<file path="config.mk">
export PLATFORM = sky130hd
export DESIGN_NAME = uart_tx_out_flat
export DESIGN_NICKNAME = d
export VERILOG_FILES = /design/src/rtl/uart_tx_out_if.sv /design/src/rtl/uart_tx_out.sv /design/src/flat_wrapper.sv
export SDC_FILE = /design/constraint.sdc
export NUM_CORES = 1
export LEC_CHECK = 0
export ABC_AREA = 0
export CAP_MARGIN = 0
export CORE_ASPECT_RATIO = 0.7
export CORE_MARGIN = 4
export CORE_UTILIZATION = 60
export DETAILED_ROUTE_END_ITERATION = 6
export GPL_ROUTABILITY_DRIVEN = 0
export PLACE_DENSITY_LB_ADDON = 0.08
export SETUP_SLACK_MARGIN = 0.05
export SYNTH_ARGS = -nofsm -noshare
export SYNTH_HDL_FRONTEND = slang
export SYNTH_SLANG_ARGS = --single-unit
</file>
<file path="constraint.sdc">
create_clock -name clk -period 4.36 [get_ports clk]
set_input_delay 0.654 -clock clk [delete_from_list [all_inputs] [get_ports clk]]
set_output_delay 0.654 -clock clk [all_outputs]
set_load 0.02 [all_outputs]
</file>
<file path="src/rtl/uart_tx_out_if.sv">
// CPU store-path bus into the serial output port: address, store enable and
// store data in, status byte back out for the load mux.
interface uart_tx_out_if;
  logic [7:0] Address;
  logic       we;
  logic [7:0] RegData;
  logic [7:0] StatusData;

  modport master (output Address, output we, output RegData, input StatusData);
  modport slave  (input Address, input we, input RegData, output StatusData);
endinterface

</file>
<file path="src/rtl/uart_tx_out.sv">
// Memory-mapped 8N1 UART transmitter for the single-cycle CPU: stores to
// TX_ADDR queue a byte in a small FIFO, and the status byte reports FIFO and line state.
module uart_tx_out #(
  parameter int unsigned CLKS_PER_BIT = 434,
  parameter logic [7:0]  TX_ADDR      = 8'hFD,
  parameter logic [7:0]  STATUS_ADDR  = 8'hFC,
  parameter int unsigned FIFO_DEPTH   = 4
) (
  input  logic         clk,
  input  logic         rst,
  uart_tx_out_if.slave bus,
  output logic         UART_TXD,
  output logic         tx_busy
);
  localparam int unsigned PTR_W  = $clog2(FIFO_DEPTH);
  localparam int unsigned CNT_W  = PTR_W + 1;
  localparam int unsigned BAUD_W = $clog2(CLKS_PER_BIT);
  localparam logic [BAUD_W-1:0] BAUD_LAST = BAUD_W'(CLKS_PER_BIT - 1);
  localparam logic [CNT_W-1:0]  FULL_CNT  = CNT_W'(FIFO_DEPTH);

  typedef enum logic [1:0] {IDLE, START, DATA, STOP} state_e;

  state_e            state, state_next;
  logic              hit_tx, hit_st, hit_tx_q, hit_st_q;
  logic              push_req, clr_req, push, pop, ovf_set;
  logic [7:0]        mem [FIFO_DEPTH];
  logic [PTR_W-1:0]  wr_ptr, rd_ptr;
  logic [CNT_W-1:0]  count;
  logic              full, empty, overflow;
  logic [BAUD_W-1:0] baud_cnt, baud_next;
  logic              baud_last;
  logic [2:0]        bit_idx, bit_idx_next;
  logic [7:0]        shift, shift_next;
  logic              txd_next;
  logic [2:0]        count3;

  // The CPU holds a store for many clocks; only its first clock acts.
  assign hit_tx   = bus.we && (bus.Address == TX_ADDR);
  assign hit_st   = bus.we && (bus.Address == STATUS_ADDR);
  assign push_req = hit_tx && !hit_tx_q;
  assign clr_req  = hit_st && !hit_st_q;

  // Sampled through reset too, so a store still held when reset drops is not seen as new.
  always_ff @(posedge clk) begin
    hit_tx_q <= hit_tx;
    hit_st_q <= hit_st;
  end

  assign full      = (count == FULL_CNT);
  assign empty     = (count == '0);
  assign baud_last = (baud_cnt == BAUD_LAST);
  assign push      = push_req && (!full || pop);
  assign ovf_set   = push_req && full && !pop;
  assign tx_busy   = (state != IDLE);
  assign count3    = 3'(count);
  assign bus.StatusData = {1'b0, count3, overflow, empty, full, tx_busy};

  always_ff @(posedge clk) begin
    if (rst) state <= IDLE;
    else     state <= state_next;
  end

  always_comb begin
    state_next = state;
    unique case (state)
      IDLE:    if (!empty) state_next = START;
      START:   if (baud_last) state_next = DATA;
      DATA:    if (baud_last && bit_idx == 3'd7) state_next = STOP;
      STOP:    if (baud_last) state_next = empty ? IDLE : START;
      default: state_next = IDLE;
    endcase
  end

  // NOTE: every signal gets a default first so no path leaves it unassigned (no latches).
  always_comb begin
    pop          = 1'b0;
    baud_next    = '0;
    bit_idx_next = bit_idx;
    shift_next   = shift;
    if (state != IDLE) baud_next = baud_last ? '0 : baud_cnt + 1'b1;
    if ((state == IDLE || (state == STOP && baud_last)) && !empty) begin
      pop          = 1'b1;
      shift_next   = mem[rd_ptr];
      bit_idx_next = '0;
    end else if (state == DATA && baud_last) begin
      shift_next   = shift >> 1;
      bit_idx_next = bit_idx + 3'd1;
    end
    // The line is registered from the upcoming state, so it changes exactly on state edges.
    unique case (state_next)
      START:   txd_next = 1'b0;
      DATA:    txd_next = shift_next[0];
      default: txd_next = 1'b1;
    endcase
  end

  // NOTE: sequential state uses non-blocking assignments so all flops see pre-edge values.
  always_ff @(posedge clk) begin
    if (rst) begin
      baud_cnt <= '0;
      bit_idx  <= '0;
      shift    <= '0;
      UART_TXD <= 1'b1;
      wr_ptr   <= '0;
      rd_ptr   <= '0;
      count    <= '0;
      overflow <= 1'b0;
    end else begin
      baud_cnt <= baud_next;
      bit_idx  <= bit_idx_next;
      shift    <= shift_next;
      UART_TXD <= txd_next;
      if (push) wr_ptr <= wr_ptr + 1'b1;
      if (pop)  rd_ptr <= rd_ptr + 1'b1;
      if (push && !pop)      count <= count + 1'b1;
      else if (pop && !push) count <= count - 1'b1;
      // A new overflow wins over a clear in the same clock.
      if (ovf_set)      overflow <= 1'b1;
      else if (clr_req) overflow <= 1'b0;
    end
  end

  // NOTE: FIFO storage is not reset; count guarantees stale entries are never read.
  always_ff @(posedge clk) begin
    if (push) mem[wr_ptr] <= bus.RegData;
  end
endmodule

</file>
<file path="src/flat_wrapper.sv">
// flat-port wrapper written by rule: the top's interface ports become plain ports
module uart_tx_out_flat 
#(
  parameter int unsigned CLKS_PER_BIT = 434,
  parameter logic [7:0]  TX_ADDR      = 8'hFD,
  parameter logic [7:0]  STATUS_ADDR  = 8'hFC,
  parameter int unsigned FIFO_DEPTH   = 4
)
  (clk, rst, UART_TXD, tx_busy, bus_Address, bus_we, bus_RegData, bus_StatusData);
  uart_tx_out_if bus_i ();
  input  logic clk;
  input  logic rst;
  output logic UART_TXD;
  output logic tx_busy;
  input wire logic [$bits(bus_i.Address)-1:0] bus_Address;
  input wire logic [$bits(bus_i.we)-1:0] bus_we;
  input wire logic [$bits(bus_i.RegData)-1:0] bus_RegData;
  output wire logic [$bits(bus_i.StatusData)-1:0] bus_StatusData;
  assign bus_i.Address = bus_Address;
  assign bus_i.we = bus_we;
  assign bus_i.RegData = bus_RegData;
  assign bus_StatusData = bus_i.StatusData;
  uart_tx_out #(.CLKS_PER_BIT(CLKS_PER_BIT), .TX_ADDR(TX_ADDR), .STATUS_ADDR(STATUS_ADDR), .FIFO_DEPTH(FIFO_DEPTH)) u_core (.clk(clk), .rst(rst), .bus(bus_i), .UART_TXD(UART_TXD), .tx_busy(tx_busy));
endmodule
</file>
==> impl_metrics.csv <==
group,metric,value,unit
setup_path,critPathArrivalTime,3.43,ns
min_path,hold_path_class,"reg2reg",
setup_path,critPathMaxFanout,7,
grt,met2_usage,26.6,%
logic_synthesis,ys_seq_elements,67,
sta,tightestPinTransition,1.02,ns
clock_tree,cts_root_buffer,"clkbuf_8",
die,rows,20,
grt,grt_use_total,18.8,%
sta,fin_crit,3.17,ns
routing,ant_nets,0,
routing,viasPerCell,5.62,
routing,wl_per_cell,15.7,um
place,numPortBuffers,27,
grt,globalRouteOverflowTotal,0,
routing,remaining_drc_errors,0,
sta,drv_slew,0,
sta,fin_tns_setup,0,ns
routing,drtPass1Iterations,4,
die,die_y,66.2,um
grt,first_global_vias,1774,
pwr,clkPwrFrac,27.9,%
setup_path,critPathCaptureType,"flop",
cells_and_area,finalNetCount,283,
setup_path,path_class,"in2reg",
job,maxCapViolations,0,
clock_tree,cts_tree,"built",
logic_synthesis,synth_cell_types,46,
logic_synthesis,syn-mean-instance-area,12.5,um^2
cells_and_area,syn_to_final_growth,14.7,%
sta,slew_headroom,31.5,%
pwr,power.density,518,mW/mm^2
routing,dr_total_vias,1766,
setup_path,startpoint_type,"input pin",
place,hpwl,3520,um
routing,drt_iter0_drc,127,
clock_tree,cts_resized,0,
sta,hold_ws,0.476,ns
sta,finalCritPeriodShare,72.7,%
clock_tree,clkSinkCount,67,
clock_tree,cts_htree_levels,3,
logic_synthesis,synth-main-ff-cell,"dfxtp_1",
grt,use_met3,7.39,%
status,status,"finished clean",
grt,busiest_layer,"met2",
sta,setup_ws,1.19,ns
clock_tree,clkTransAtPathRegs,0.07,ns
sta,clock-skew-final,0.00639,ns
pwr,p_total,1.73,mW
logic_synthesis,syn_inst,232,
die,dieArea,0.00604,mm^2
place,place_area,0.00315,mm^2
cells_and_area,fillers,310,
cells_and_area,final-seq-area,0.00166,mm^2
logic_synthesis,synth_area_leaders,"edfxtp_1, dfxtp_1, mux4_2, ha_1, nor2_1",
routing,wl,4920,um
pwr,p_sw,0.534,mW
logic_synthesis,netlist_area,0.00291,mm^2
sta,setup_viol,0,
die,ioPinCount,29,
clock_tree,post_cts_buffers,0,
logic_synthesis,syn-num-nets,261,
sta,fmax,315,MHz
die,initial_core_util,64.5,%
logic_synthesis,synth_seq_area_share,57.2,%
cells_and_area,fin_area,0.00333,mm^2
logic_synthesis,async_reset_ff_share,0,%
pwr,seq_power_share,45.5,%
pwr,pwr-share-comb,26.7,%
pwr,p_sw_share,30.9,%
clock_tree,cts_buffers,9,
logic_synthesis,yosysWarnings,0,
pwr,p_int,1.19,mW
grt,grtUsageMet1,26.3,%
pwr,ir_drop,345,uV
cells_and_area,multiInputGateArea,0.00111,mm^2
sta,rsz0062_at_grt,"no",
grt,antenna_found_initial,0,
grt,grt_max_degree,26,
logic_synthesis,synth_top_area_share,33.1,%
clock_tree,clock_latency,0.34,ns
logic_synthesis,synth_enable_flop_cells,32,
cells_and_area,drive_gt1_share,12.7,%
place,pre_cts_slack,0.837,ns
grt,grt_pass1_wl,8580,um
die,fp.dieW,91.2,um
setup_path,required,4.62,ns
pwr,power_leakage,1.14,nW
sta,hold_viol_final,0,
logic_synthesis,synth_area_leader_cell,"edfxtp_1",
clock_tree,max-clock-path-buffers,2,
clock_tree,ctsHoldBuffers,0,
cells_and_area,diodes,0,
die,coreArea,0.00450,mm^2
==> Yosys cell counts (2+ instances only) <==
cell type	number
a211oi_2	6
a21oi_1	6
and2_1	6
and3_1	2
buf_2	2
buf_4	5
buf_6	2
clkbuf_1	6
dfxtp_1	35
edfxtp_1	32
ha_1	9
inv_1	9
mux2i_1	10
mux4_2	8
nand2_1	6
nand3_1	4
nand4_1	5
nor2_1	28
nor3_1	6
o21ai_0	6
or3_1	3
xnor2_1	4
xor2_1	9
==> cell type report <==
type	instances	area share, %
Sequential cell	67	49.8
Inverter	10	1.20
Multi-Input combinational cell	139	33.3
Tap cell	55	2.06
Timing Repair Buffer	27	8.11
Clock buffer	10	3.83
Clock inverter	6	1.69
==> final timing paths <==
path,cells after the start,endpoint,start,slack [ns]
worst max-delay path,10,u_core.count[2],bus_Address[7],1.19
worst min-delay path,2,u_core.overflow,u_core.overflow,0.48
worst max register to register,10,u_core.count[2],u_core.baud_cnt[0],1.52
worst min register to register,2,u_core.overflow,u_core.overflow,0.48
==> cell families (layout without fill, tap and decap cells) <==
| kind of cell | Yosys count | after routing | synth area share [%] |
|---|---|---|---|
| simple gates | 71 | 71 | 12.7 |
| flops | 67 | 67 | 57.2 |
| buf+inv | 26 | 53 | 4.69 |
| compound gates | 25 | 25 | 6.89 |
| mux | 18 | 18 | 9.64 |
| xor+xnor | 13 | 13 | 3.92 |
| fa+ha+maj | 11 | 11 | 4.91 |
| other cells | 1 | 1 | 0.129 |
==> power groups by stage <==
| stage | logic (mW) | registers, mW | clock network (mW) |
|---|---|---|---|
| floorplan | 0.376 | 0.781 | 0 |
| global placement | 0.454 | 0.796 | 0 |
| detailed placement | 0.459 | 0.799 | 0 |
| CTS | 0.463 | 0.786 | 0.490 |
| global route | 0.504 | 0.797 | 0.521 |
| finish | 0.460 | 0.785 | 0.481 |
==> through the flow <==
stage          instances  util [%]
6_report             314      74.0
5_1_grt              314      74.0
4_1_cts              314      74.0
3_5_place_dp         298      69.9
3_3_place_gp         298      69.9
2_1_floorplan        232         -
==> worst max-delay path, cell delays in order <==
cell	delay [ns]
clkdlybuf4s50_1	0.46
nand4_1	0.16
or4_1	0.54
a31oi_2	0.35
ha_1	0.25
inv_1	0.06
fa_1	0.37
xor2_1	0.15
or3_1	0.30
a21oi_1	0.14
==> state kept, by name, summed over array words and instances (netlist names), 2 cells and up, named ones only <==
register	flops
u_core.state	2
u_core.count	3
u_core.baud_cnt	9
u_core.rd_ptr	2
u_core.wr_ptr	2
u_core.bit_idx	3
u_core.shift	8
u_core.mem	32
==> cells in the final DEF, fill, tap and decap left out, types with 4 or more instances in the layout <==
master	n
nor3_1	6
edfxtp_1	32
a21oi_1	6
nand2_1	6
clkdlybuf4s50_1	27
dfxtp_1	35
mux4_2	8
nand4_1	5
and2_1	6
mux2i_1	10
a211oi_2	6
nor2_1	28
ha_1	9
inv_1	9
clkbuf_8	9
o21ai_0	6
xor2_1	9
xnor2_1	4
nand3_1	4
==> layer usage <==
| layer | wire length [um] | vias up |
|---|---|---|
| met5 | 0 | - |
| met3 | 239 | 10 |
| met2 | 2080 | 35 |
| met4 | 74 | 0 |
| li1 | - | 871 |
| met1 | 2520 | 850 |
No activity file was read; power rests on OpenSTA's default activity.
